[src/rtl/ram_arb_pkg.sv]
// Shared types and defaults for the two-port RAM arbiter.
package ram_arb_pkg;

    typedef enum logic [1:0] {
        IDLE   = 2'd0,
        ACCESS = 2'd1,
        RESP   = 2'd2
    } arb_state_t;

    typedef enum logic {
        PORT0 = 1'b0,
        PORT1 = 1'b1
    } port_id_t;

    localparam logic [31:0] RAM_BASE_DEFAULT  = 32'h0000_1000;
    localparam int unsigned RAM_WORDS_DEFAULT = 1024;

    // Word-aligned and inside [base, base + 4*words); 33-bit compare so the
    // upper bound never wraps around the 32-bit address space.
    function automatic logic addr_valid(input logic [31:0] addr,
                                        input logic [31:0] base,
                                        input int unsigned words);
        logic [32:0] a_ext;
        logic [32:0] lo;
        logic [32:0] hi;
        a_ext = {1'b0, addr};
        lo    = {1'b0, base};
        hi    = lo + ({1'b0, words[31:0]} << 2);
        return (addr[1:0] == 2'b00) && (a_ext >= lo) && (a_ext < hi);
    endfunction

endpackage

[src/rtl/rr_arb2.sv]
// Two-way grant selection: round-robin on ties, or fixed priority to port 0.
module rr_arb2
    import ram_arb_pkg::*;
#(
    parameter bit RR_EN = 1'b1
) (
    input  logic     valid0,
    input  logic     valid1,
    input  port_id_t last_grant,
    output logic     gnt0,
    output logic     gnt1,
    output port_id_t gnt_id
);

    // Pick at most one requester; ties go to the port not served last (or port 0).
    always_comb begin
        gnt0   = 1'b0;
        gnt1   = 1'b0;
        gnt_id = PORT0;
        case ({valid1, valid0})
            2'b01: begin
                gnt0 = 1'b1;
            end
            2'b10: begin
                gnt1   = 1'b1;
                gnt_id = PORT1;
            end
            2'b11: begin
                if (RR_EN && (last_grant == PORT0)) begin
                    gnt1   = 1'b1;
                    gnt_id = PORT1;
                end else begin
                    gnt0 = 1'b1;
                end
            end
            default: begin
                gnt0   = 1'b0;
                gnt1   = 1'b0;
                gnt_id = PORT0;
            end
        endcase
    end

endmodule

[src/rtl/ram_arbiter.sv]
// Two-port request/response front end sharing one single-cycle RAM.
// Each transaction takes IDLE -> ACCESS -> RESP, response two cycles after accept.
module ram_arbiter
    import ram_arb_pkg::*;
#(
    parameter logic [31:0] RAM_BASE  = RAM_BASE_DEFAULT,
    parameter int unsigned RAM_WORDS = RAM_WORDS_DEFAULT,
    parameter bit          RR_EN     = 1'b1
) (
    input  logic        clk,
    input  logic        rst,
    input  logic        m0_req_valid,
    output logic        m0_req_ready,
    input  logic        m0_we,
    input  logic [31:0] m0_addr,
    input  logic [31:0] m0_wdata,
    output logic        m0_rsp_valid,
    output logic [31:0] m0_rdata,
    output logic        m0_rsp_err,
    input  logic        m1_req_valid,
    output logic        m1_req_ready,
    input  logic        m1_we,
    input  logic [31:0] m1_addr,
    input  logic [31:0] m1_wdata,
    output logic        m1_rsp_valid,
    output logic [31:0] m1_rdata,
    output logic        m1_rsp_err,
    output logic        MemWrite,
    output logic [31:0] A,
    output logic [31:0] WriteData,
    input  logic [31:0] ReadData,
    output logic        busy
);

    arb_state_t  state_r, next_state_s;
    port_id_t    last_grant_r, lat_port_r, gnt_id_s;
    logic        gnt0_s, gnt1_s, accept_s;
    logic        sel_we_s, sel_ok_s;
    logic [31:0] sel_addr_s, sel_wdata_s;
    logic        lat_we_r, lat_ok_r;
    logic        mem_write_r, busy_r;
    logic [31:0] a_r, write_data_r;
    logic        m0_rsp_valid_r, m0_rsp_err_r, m1_rsp_valid_r, m1_rsp_err_r;
    logic [31:0] m0_rdata_r, m1_rdata_r;

    rr_arb2 #(.RR_EN(RR_EN)) u_rr_arb2 (
        .valid0     (m0_req_valid),
        .valid1     (m1_req_valid),
        .last_grant (last_grant_r),
        .gnt0       (gnt0_s),
        .gnt1       (gnt1_s),
        .gnt_id     (gnt_id_s)
    );

    // Next state and ready handshake; grants are only offered while idle.
    always_comb begin
        next_state_s = state_r;
        accept_s     = 1'b0;
        m0_req_ready = 1'b0;
        m1_req_ready = 1'b0;
        case (state_r)
            IDLE: begin
                m0_req_ready = gnt0_s;
                m1_req_ready = gnt1_s;
                if (gnt0_s || gnt1_s) begin
                    accept_s     = 1'b1;
                    next_state_s = ACCESS;
                end else begin
                    next_state_s = IDLE;
                end
            end
            ACCESS:  next_state_s = RESP;
            RESP:    next_state_s = IDLE;
            default: next_state_s = IDLE;
        endcase
    end

    // Route the granted port's request fields to the capture registers.
    always_comb begin
        sel_we_s    = m0_we;
        sel_addr_s  = m0_addr;
        sel_wdata_s = m0_wdata;
        if (gnt_id_s == PORT1) begin
            sel_we_s    = m1_we;
            sel_addr_s  = m1_addr;
            sel_wdata_s = m1_wdata;
        end else begin
            sel_we_s    = m0_we;
            sel_addr_s  = m0_addr;
            sel_wdata_s = m0_wdata;
        end
        sel_ok_s = addr_valid(sel_addr_s, RAM_BASE, RAM_WORDS);
    end

    // State register, busy flag and round-robin history (moves on accept only).
    always_ff @(posedge clk or negedge rst) begin
        if (!rst) begin
            state_r      <= IDLE;
            busy_r       <= 1'b0;
            last_grant_r <= PORT1;
        end else begin
            state_r <= next_state_s;
            busy_r  <= (next_state_s != IDLE);
            if (accept_s) begin
                last_grant_r <= gnt_id_s;
            end
        end
    end

    // Capture the accepted request; RAM-side outputs come straight from these
    // registers so MemWrite is high only for the ACCESS cycle of a valid write.
    always_ff @(posedge clk or negedge rst) begin
        if (!rst) begin
            mem_write_r  <= 1'b0;
            a_r          <= 32'h0;
            write_data_r <= 32'h0;
            lat_we_r     <= 1'b0;
            lat_ok_r     <= 1'b0;
            lat_port_r   <= PORT0;
        end else if (accept_s) begin
            mem_write_r  <= sel_we_s && sel_ok_s;
            a_r          <= sel_addr_s;
            write_data_r <= sel_wdata_s;
            lat_we_r     <= sel_we_s;
            lat_ok_r     <= sel_ok_s;
            lat_port_r   <= gnt_id_s;
        end else begin
            mem_write_r <= 1'b0;
        end
    end

    // Sample the RAM at the end of ACCESS and raise a one-cycle response on the originating port.
    always_ff @(posedge clk or negedge rst) begin
        if (!rst) begin
            m0_rsp_valid_r <= 1'b0;
            m0_rsp_err_r   <= 1'b0;
            m0_rdata_r     <= 32'h0;
            m1_rsp_valid_r <= 1'b0;
            m1_rsp_err_r   <= 1'b0;
            m1_rdata_r     <= 32'h0;
        end else begin
            m0_rsp_valid_r <= 1'b0;
            m1_rsp_valid_r <= 1'b0;
            if (state_r == ACCESS) begin
                if (lat_port_r == PORT1) begin
                    m1_rsp_valid_r <= 1'b1;
                    m1_rsp_err_r   <= !lat_ok_r;
                    m1_rdata_r     <= (lat_ok_r && !lat_we_r) ? ReadData : 32'h0;
                end else begin
                    m0_rsp_valid_r <= 1'b1;
                    m0_rsp_err_r   <= !lat_ok_r;
                    m0_rdata_r     <= (lat_ok_r && !lat_we_r) ? ReadData : 32'h0;
                end
            end
        end
    end

    assign MemWrite     = mem_write_r;
    assign A            = a_r;
    assign WriteData    = write_data_r;
    assign busy         = busy_r;
    assign m0_rsp_valid = m0_rsp_valid_r;
    assign m0_rsp_err   = m0_rsp_err_r;
    assign m0_rdata     = m0_rdata_r;
    assign m1_rsp_valid = m1_rsp_valid_r;
    assign m1_rsp_err   = m1_rsp_err_r;
    assign m1_rdata     = m1_rdata_r;

endmodule

[config.mk]
export PLATFORM = sky130hd
export DESIGN_NAME = ram_arbiter
export DESIGN_NICKNAME = d
export VERILOG_FILES = /design/src/rtl/ram_arb_pkg.sv /design/src/rtl/rr_arb2.sv /design/src/rtl/ram_arbiter.sv
export SDC_FILE = /design/constraint.sdc
export NUM_CORES = 1
export LEC_CHECK = 0
export CAP_MARGIN = 20
export CORE_MARGIN = 1.5
export CORE_UTILIZATION = 40
export DETAILED_ROUTE_END_ITERATION = 16
export GPL_ROUTABILITY_DRIVEN = 1
export HOLD_SLACK_MARGIN = 0.05
export PLACE_DENSITY = 0.81
export SYNTH_ARGS = -nofsm -noshare
export SYNTH_HDL_FRONTEND = slang
export SYNTH_HIERARCHICAL = 1
export SYNTH_SLANG_ARGS = --single-unit
[constraint.sdc]
create_clock -name clk -period 2.2 [get_ports clk]
set_clock_uncertainty 0.2 [all_clocks]
set_input_delay 0.33 -clock clk [delete_from_list [all_inputs] [get_ports clk]]
set_output_delay 0.33 -clock clk [all_outputs]
set_load 0.05 [all_outputs]
==> key figures, run 1 <==
Cells and area
  – Fin area: about 9800 um2
  – Layout Nets: between 1000 and 1500
  – Syn-to-layout area delta: 68.0%
  – Antenna cells: 0
  – Layout cells sized above 1: 0.0685
  – Leading cell type in the layout, fill and taps excluded: clkdlybuf4s50_1
  – Commonest cells after routing, fill and taps aside: clkdlybuf4s50_1 (293), nand2_1 (168), dfrtp_1 (139)
  – Fin cells: around 1100

Power and ir drop
  – Leakage power: ~4.2 nW
  – Clock share of power: 0.208
  – Combinational Power Share: 0.514
  – P per Cell Area: 1470 nW/um2
  – Sequential Power Share: 0.277
  – P_sw: around 6.5 mW
  – Pint: 7.96 mW
  – Maximum vdd drop: 1.01 mV
  – Sw Share: 0.448

Route
  – Routed vias: around 5200
  – Starting DRT DRC Count: between 200 and 250
  – Initial DRT Pass Iterations: 6
  – Routed wire length: ~18000 um
  – Antenna-violating nets left: 0
  – DR vias/cell: 4.90
  – DR WL/cell: ~17 um
  – Residual DRC count: 0

STA
  – Pins Over Slew Limit: 0
  – Slew headroom: 0.623
  – Worst Max-Slew Pin Slew: about 0.56 ns
  – Setup TNS: 0 ns
  – Setup ws final: between 0.05 and 0.06 ns
  – Tmin final: roughly 2.1 ns
  – Hold Vio Cnt, Final: 0
  – Final setup fails: 0
  – F_max: roughly 470 MHz
  – Crit share post-route: 0.976
  – Unrepaired setup endpoints after global routing: no

Floorplanning
  – Placement Rows: 43
  – Die W: about 120 um
  – Initial Util: 0.415
  – CORE AREA: around 14000 um2
  – Chip Height: ~120 um
  – Die area: ~15000 um2
  – Io pins: just over 300

Placement
  – Dpl cell area: ~9200 um2
  – DP Worst Slack: -0.168 ns
  – Detailed-placement wirelength estimate: about 13000 um
  – GP Congestion: around 0.85
  – Placed Cells: 1037
  – Port Buf Inserts: 301

GRT
  – Met1 Use GR: 0.271
  – M3 GR Usage: 0.103
  – Met2 GRT Util: 0.404
  – Gr busiest metal: met2
  – Initial antenna violation count: 0
  – First-pass GRT wire length: 27500 um
  – All-Layer GR Usage: 0.242
  – Largest net degree at the start of global routing: approximately 70
  – Vias in the first global route: ~5300
  – Overflow after GRT: 0

Synthesis
  – Syn Std Cell Area: approximately 5800 um2
  – Post-synthesis simple-gate area fraction: 0.135
  – Mux cell area share after synthesis: 0.112
  – Largest family of logic cells by synthesized area: simple AND/OR/NAND/NOR gates
  – Post-Synth XOR/XNOR Area: 0
  – Mapped Nets: around 750
  – Yosys reg bits: 140
  – Synth Instances: just under 600
  – Synth Area in Compound Gates: 0.119
  – Unique cell type count in the Yosys netlist: 28
  – Sequential fraction of the synthesis area: 0.601
  – Syn Area/Cell: a little over 10 um2
  – Syn. warnings: 6
  – Adder-Cell Fraction of Synth Area: 0

Worst setup path
  – Worst endpoint data arrival time: between 1.5 and 2 ns
  – FF-to-FF setup slack: 0.16 ns
  – Capture point of the worst reg-to-reg path: lat_ok_r
  – Critical path launch point type: input pin
  – Critical Path End Type: output port
  – Crit Path Class: in2out
  – Worst Path Required: about 1.7 ns
  – Critical Path Fanout Max: 7
  – Worst setup startpoint: m1_req_valid
  – Worst reg2reg startpoint: last_grant_r
  – Reg2Reg Depth: 6

Clock network
  – Clock Latency Late Sink: about 0.4 ns
  – Clock sinks: 140
  – Root buf cell: clkbuf_16
  – Maximum buffer depth of the clock tree: 2
  – H-tree levels: 4
  – CTS tree: yes
  – CTS Buf Count: 17
  – CTS clk-pin slew, worst paths: approximately 0.060 ns

Worst hold path
  – Worst min path class: in2async

Run
  – Max Cap Violations: 0

Status
  – Run status: finished clean
## state kept, by name, indices dropped and copies added (netlist names)
signal        cells
A                32
WriteData        32
m0_rdata         32
m1_rdata         32
state_r           2
MemWrite          1
busy              1
last_grant_r      1
lat_ok_r          1
lat_port_r        1
lat_we_r          1
m0_rsp_err        1
m0_rsp_valid      1
m1_rsp_err        1
m1_rsp_valid      1
## how the worst max path moves through the flow
stage	slack, ns	end	cells past startpoint
after detailed placement	-0.17	WriteData[24]	6
after CTS	0.009	m0_req_ready	5
final	0.05	m1_req_ready	5
after global placement	-0.10	WriteData[30]	6
after global routing	0.003	A[13]	1
after floorplan	0.18	lat_ok_r	7
## final cells by class
type                    instances  area (um2)
clock buffers                  25         485
repair buffers                320        3260
fillers                      1076        4240
inverters                       4        15.0
flip-flops and latches        140        3500
clock inverters                 6         134
well taps                     180         225
multi-input cells             395        2170
## power groups by stage
stage	clock, mW	combinational [mW]	sequential [mW]
5_1_grt	3.20	7.86	4.12
3_3_place_gp	0	7.39	4.01
2_1_floorplan	0	1.69	6.98
6_report	3.01	7.42	4.00
4_1_cts	3.08	7.48	4.01
3_5_place_dp	0	7.46	4.03
## kinds of logic (layout without fill, tap and decap cells)
logic type	count (synthesis)	after routing
multiplexers	65	65
flip-flops	140	140
AO/OA/AOI/OAI	137	137
buffers and inverters	45	355
AND/OR/NAND/NOR	193	193
## stage by stage
stage                     total power [mW]   util  hold slack [ns]
final                                 14.4  0.698            0.194
after global routing                  15.2  0.698            0.196
after CTS                             14.6  0.697            0.184
after detailed placement              11.5  0.652           0.0545
after global placement                11.4  0.652           0.0520
after floorplan                       8.67      -           -0.166
## critical path, stage by stage
cell and delay (ns):
clkdlybuf4s50_1 0.52, a21boi_4 0.22, buf_4 0.20, and2_1 0.19, buf_12 0.15
## timing repair
item | 4_1_cts | 5_1_grt
hold buffers | 1 | 0
endpoints found under the setup margin | 2 | 2
cloned | 0 | 0
pin swaps | 1 | 0
resized for setup | 3 | 2
hold endpoints to repair | 139 | 0
buffers inserted | 1 | 0
## cells in the mapped netlist
master / n / share of area
nor2b_1: 3 / 0.0032
inv_1: 3 / 0.0019
buf_6: 1 / 0.0019
inv_2: 1 / 0.00064
nor4_1: 6 / 0.0064
nand2_1: 169 / 0.11
a21oi_1: 1 / 0.00086
nand2b_1: 2 / 0.0021
and2_1: 2 / 0.0021
a21boi_1: 1 / 0.0013
buf_4: 1 / 0.0013
a31oi_1: 1 / 0.0011
a21boi_0: 1 / 0.0013
mux2i_1: 64 / 0.11
nor2_1: 3 / 0.0019
or2_1: 1 / 0.0011
nand4_1: 3 / 0.0032
clkbuf_1: 17 / 0.011
nor4b_1: 2 / 0.0030
or4_1: 1 / 0.0013
mux2_2: 1 / 0.0019
o21ai_1: 131 / 0.11
o22ai_1: 2 / 0.0021
buf_1: 10 / 0.0064
buf_2: 12 / 0.010
dfstp_2: 1 / 0.0045
or4b_1: 1 / 0.0017
dfrtp_1: 139 / 0.60
## per-layer routing
metal	share of wire	routed length, um	up-vias
li1	-	-	2557
met1	0.37	6570	2438
met2	0.50	8950	220
met3	0.11	1960	29
met4	0.026	470	0
met5	0	0	-
Power figures use the tool's default switching activity.
==> run 2, diff against run 1 <==
--- a/config.mk
+++ b/config.mk
@@ -6,12 +6,14 @@
 export NUM_CORES = 1
 export LEC_CHECK = 0
 export CAP_MARGIN = 20
+export CELL_PAD_IN_SITES_DETAIL_PLACEMENT = 0
+export CELL_PAD_IN_SITES_GLOBAL_PLACEMENT = 1
 export CORE_MARGIN = 1.5
-export CORE_UTILIZATION = 40
+export CORE_UTILIZATION = 29
 export DETAILED_ROUTE_END_ITERATION = 16
 export GPL_ROUTABILITY_DRIVEN = 1
 export HOLD_SLACK_MARGIN = 0.05
-export PLACE_DENSITY = 0.81
+export PLACE_DENSITY_LB_ADDON = 0.1
 export SYNTH_ARGS = -nofsm -noshare
 export SYNTH_HDL_FRONTEND = slang
 export SYNTH_HIERARCHICAL = 1
==> constraint.sdc (replaced) <==
create_clock -name clk -period 2.2 [get_ports clk]
set_clock_uncertainty 0.2 [all_clocks]
set_input_delay 0.33 -clock clk [delete_from_list [all_inputs] [get_ports clk]]
set_output_delay 0.33 -clock clk [all_outputs]
set_load 0.1 [all_outputs]
==> run 2 against run 1 <==
Effect of this change:
- utilization decreased by 21 points
- highest routed layer unchanged
- maximum frequency decreased by 1.0%
- clock-buffer cell count decreased by 5
- cell count up 8.2%
- sequential cell count unchanged
- first-iteration DRC count is 32% lower
- register-to-register slack worse by 0.05 ns
- setup slack lost 0.022 ns
- non-clock buffer count rose by 2
- sequential share of layout area up 0.93 points
- worst hold slack improved by 0.031 ns
- via count fell by 2.8%
==> key figures, run 2 (synthesis gave the netlist of run 1 again) <==
Status
  – Run status: finished clean

Clock network
  – Clock Latency Late Sink: between 0.4 and 0.5 ns
  – Root buf cell: clkbuf_16
  – CTS clk-pin slew, worst paths: ~0.06 ns
  – H-tree levels: 4
  – Clock sinks: 140
  – Maximum buffer depth of the clock tree: 2
  – CTS Buf Count: 17
  – CTS tree: yes

STA
  – Unrepaired setup endpoints after global routing: yes
  – Setup ws final: 0.0316 ns
  – F_max: about 460 MHz
  – Hold Vio Cnt, Final: 0
  – Tmin final: 2.17 ns
  – Pins Over Slew Limit: 0
  – Slew headroom: 0.683
  – Worst Max-Slew Pin Slew: 0.476 ns
  – Final setup fails: 0
  – Crit share post-route: 0.986
  – Setup TNS: 0 ns

GRT
  – First-pass GRT wire length: 27800 um
  – Vias in the first global route: between 5000 and 6000
  – Largest net degree at the start of global routing: 100
  – All-Layer GR Usage: 0.176
  – Initial antenna violation count: 0
  – Overflow after GRT: 0

Worst setup path
  – Worst setup startpoint: last_grant_r
  – FF-to-FF setup slack: 0.11 ns
  – Critical path launch point type: flip-flop
  – Crit-path cells: inv_2 -> a21boi_2 -> and2_4 -> buf_12
  – Worst reg2reg startpoint: last_grant_r
  – Worst endpoint data arrival time: around 1.6 ns
  – Worst Path Required: around 1.7 ns
  – Crit Path Class: reg2out
  – CP peak stage delay: roughly 0.60 ns
  – Capture point of the worst reg-to-reg path: lat_ok_r
  – Reg2Reg Depth: 6
  – Critical Path End Type: output port
  – Critical Path Fanout Max: 3
  – Critical-path top delay cell: dfstp_2

Floorplanning
  – Placement Rows: 51
  – Io pins: 302
  – Chip Height: 145 um
  – CORE AREA: just under 20000 um2
  – Die W: 145 um
  – Initial Util: 0.298
  – Die area: ~21000 um2

Route
  – Routed vias: 5099
  – Antenna-violating nets left: 0
  – Residual DRC count: 0
  – Starting DRT DRC Count: between 100 and 150
  – DR WL/cell: 15.7 um
  – Initial DRT Pass Iterations: 4
  – DR vias/cell: 4.40
  – Routed wire length: roughly 18000 um

Cells and area
  – Layout Nets: between 1000 and 1500
  – Layout cells sized above 1: 0.222
  – Antenna cells: 0
  – Syn-to-layout area delta: 63.7%
  – Commonest cells after routing, fill and taps aside: nand2_1 (168), clkdlybuf4s50_1 (164), buf_4 (147)
  – Leading cell type in the layout, fill and taps excluded: nand2_1

Placement
  – DP Worst Slack: -0.145 ns
  – Port Buf Inserts: between 300 and 400
  – Detailed-placement wirelength estimate: between 10000 and 15000 um
  – GP Congestion: about 0.8

Run
  – Max Cap Violations: 0

Worst hold path
  – Worst min path class: in2async
-- run 2: cell count changes in the layout (fill, tap and decap cells not counted), sizes merged --
cell	change
buf	+133
bufinv	-2
clkdlybuf4s50	-129
dlymetal6s2s	-2
clkinvlp	+2
clkinv	+5
clkbuf	-5
inv	+1
-- run 2: repair_timing --
action / CTS / global route
setup endpoints to repair: 2 / 2
setup buffers: 2 / 0
hold endpoints to repair: 46 / 0
gates resized for setup: 3 / 1
hold buffers: 1 / 0
pin swaps: 1 / 2
-- run 2: critical path, delay by kind of cell (launching register included) --
kind	cells	cell delay (ns)
flip-flops	1	0.60
AND/OR/NAND/NOR	1	0.19
buffers and inverters	2	0.22
AO/OA/AOI/OAI	1	0.21
-- run 2: layout make-up --
type / instances / area, um2
inverters: 4 / 15.0
multi-input cells: 395 / 2170
clock inverters: 12 / 141
well taps: 265 / 332
fillers: 1839 / 10000
clock buffers: 20 / 437
repair buffers: 322 / 2950
flip-flops and latches: 140 / 3500
-- run 2: per-stage QoR --
stage | hold WS (ns) | std cells | util | cell area (um2)
floorplan | -0.166 | 580 | - | 5830
global placement | 0.0998 | 1124 | 0.457 | 8940
detailed placement | 0.110 | 1124 | 0.457 | 8940
CTS | 0.253 | 1159 | 0.488 | 9550
global route | 0.270 | 1158 | 0.487 | 9550
finish | 0.226 | 1158 | 0.487 | 9550
-- run 2: layer usage --
layer | vias up | global-route usage | part of all wire
li1 | 2558 | - | -
met1 | 2307 | 0.211 | 0.41
met2 | 212 | 0.286 | 0.48
met3 | 22 | 0.0652 | 0.093
met4 | 0 | 0.0680 | 0.019
met5 | - | 0 | 0
-- run 2: worst max path at each step --
stage	to	cells past startpoint
after floorplan	lat_ok_r	7
after global placement	lat_ok_r	6
after detailed placement	lat_ok_r	6
after CTS	m0_req_ready	5
after global routing	m0_req_ready	4
final	m0_req_ready	4
Power of run 2 is left out: the tool's default activity adds up to more than one toggle a clock period on the data nets, which glitch-free logic cannot reach.
==> run 3, diff against run 2 <==
--- a/config.mk
+++ b/config.mk
@@ -5,11 +5,12 @@
 export SDC_FILE = /design/constraint.sdc
 export NUM_CORES = 1
 export LEC_CHECK = 0
+export ABC_AREA = 0
 export CAP_MARGIN = 20
 export CELL_PAD_IN_SITES_DETAIL_PLACEMENT = 0
 export CELL_PAD_IN_SITES_GLOBAL_PLACEMENT = 1
 export CORE_MARGIN = 1.5
-export CORE_UTILIZATION = 29
+export CORE_UTILIZATION = 31
 export DETAILED_ROUTE_END_ITERATION = 16
 export GPL_ROUTABILITY_DRIVEN = 1
 export HOLD_SLACK_MARGIN = 0.05
==> constraint.sdc (replaced) <==
create_clock -name clk -period 2.7 [get_ports clk]
set_clock_uncertainty 0.2 [all_clocks]
set_input_delay 0.405 -clock clk [delete_from_list [all_inputs] [get_ports clk]]
set_output_delay 0.405 -clock clk [all_outputs]
set_load 0.1 [all_outputs]
==> run 3 against run 2 <==
Effect of this change:
- global-route usage grew 0.98 points
- utilization grew 3.2 points
- sequential share of layout area grew 0.33 points
- worst hold slack gained 0.058 ns
- first-iteration DRC count shrank 4.3%
- clock-buffer cell count shrank 3
- largest cell class unchanged
- sequential cell count is the same
- final area shrank 0.88%
- register-to-register slack gained 0.65 ns
- cell count shrank 3.9%
- via count grew 0.59%
==> key figures, run 3 (synthesis gave the netlist of run 1 again) <==
Floorplanning
  – Chip Height: about 140 um
  – Io pins: between 300 and 400
  – Initial Util: 0.320
  – Placement Rows: between 40 and 50
  – Die W: about 140 um
  – CORE AREA: about 18000 um2
  – Die area: roughly 20000 um2

Clock network
  – Post_cts resized: 0
  – CTS clk-pin slew, worst paths: approximately 0.06 ns
  – Maximum buffer depth of the clock tree: 2
  – Clock Latency Late Sink: between 0.4 and 0.5 ns
  – Clock sinks: 140
  – H-tree levels: 4
  – CTS tree: yes
  – CTS Buf Count: 17
  – Root buf cell: clkbuf_16

Cells and area
  – Syn-to-layout area delta: 62.3%
  – Layout cells sized above 1: 0.213
  – Layout Nets: about 1000
  – Antenna cells: 0
  – # fillers: about 1600
  – Commonest cells after routing, fill and taps aside: nand2_1 (168), clkdlybuf4s50_1 (164), buf_4 (140)
  – Leading cell type in the layout, fill and taps excluded: nand2_1

GRT
  – First-pass GRT wire length: approximately 28000 um
  – Largest net degree at the start of global routing: just over 90
  – Overflow after GRT: 0
  – All-Layer GR Usage: 0.185
  – Initial antenna violation count: 0
  – Vias in the first global route: between 5000 and 6000

Route
  – Residual DRC count: 0
  – Routed wire length: ~18000 um
  – Antenna-violating nets left: 0
  – Initial DRT Pass Iterations: 4
  – DR vias/cell: approximately 4.6
  – DR WL/cell: around 16 um
  – Routed vias: 5129
  – Starting DRT DRC Count: ~130

Placement
  – Port Buf Inserts: ~300
  – GP Congestion: just under 0.8
  – Detailed-placement wirelength estimate: between 10000 and 15000 um

STA
  – Hold Vio Cnt, Final: 0
  – Pins Over Slew Limit: 0
  – F_max: between 400 and 500 MHz
  – Slew headroom: 0.605
  – Crit share post-route: 0.848
  – Setup TNS: 0 ns
  – Tmin final: roughly 2.3 ns
  – Final setup fails: 0
  – Unrepaired setup endpoints after global routing: no
  – Worst Max-Slew Pin Slew: between 0.5 and 0.6 ns

Worst setup path
  – Critical path launch point type: flip-flop
  – Critical Path Fanout Max: 3
  – Critical Path End Type: output port
  – Crit Path Class: reg2out
  – FF-to-FF setup slack: 0.76 ns
  – Worst Path Required: about 2.1 ns
  – Worst endpoint data arrival time: ~1.7 ns

Worst hold path
  – Worst min path class: reg2reg

Run
  – Max Cap Violations: 0

Status
  – Run status: finished clean
-- run 3: cell types whose count changed in the layout (fill, tap and decap cells not counted), sizes merged --
cell,previous run,this run
clkinvlp,2,3
bufinv,2,4
clkinv,7,6
clkbuf,20,17
buf,157,149
-- run 3: cell type report --
| type | instances | area, um2 | share of cell area |
|---|---|---|---|
| flip-flops and latches | 140 | 3500 | 0.370 |
| repair buffers | 314 | 2870 | 0.304 |
| multi-input cells | 395 | 2160 | 0.229 |
| clock buffers | 17 | 425 | 0.0449 |
| well taps | 229 | 287 | 0.0303 |
| clock inverters | 14 | 196 | 0.0208 |
| inverters | 4 | 15.0 | 0.00159 |
-- run 3: critical path, cell delays in order (launching register included) --
cell and delay, ns:
dfstp_2 0.59, inv_1 0.05, a21boi_1 0.22, and2_1 0.21, buf_12 0.19
-- run 3: layer usage --
metal  global-route usage  wire length (um)  part of all wire
met1                0.211              7070              0.40
met2                0.306              8580              0.48
met5                    0                 0                 0
met3               0.0793              1720             0.097
met4               0.0776               417             0.023
-- run 3: stage by stage --
step | std cells | hold WS, ns | instance area (um2) | utilization | setup WS (ns)
final | 1113 | 0.284 | 9470 | 0.520 | 0.409
after global routing | 1113 | 0.310 | 9470 | 0.520 | 0.264
after CTS | 1113 | 0.290 | 9470 | 0.520 | 0.385
after detailed placement | 1081 | 0.237 | 8830 | 0.485 | 0.289
after global placement | 1081 | 0.225 | 8830 | 0.485 | 0.283
after floorplan | 580 | -0.0906 | 5830 | - | 0.631
-- run 3: worst paths after layout --
check / start / endpoint / cells after the start
setup / recovery: last_grant_r / m0_req_ready / 4
hold / removal: m0_rsp_err / m0_rsp_err / 2
setup reg to reg: last_grant_r / A[19] / 5
hold reg to reg: m0_rsp_err / m0_rsp_err / 2
max in group asynchronous: rst / WriteData[10] / 3
min in group asynchronous: rst / m0_rdata[29] / 2
-- run 3: timing repair --
item                       4_1_cts  5_1_grt
hold endpoints to repair        56        0
setup endpoints to repair        0        0
setup buffers                    0        0
hold buffers                     1        0
Power of run 3 is left out for the same reason.
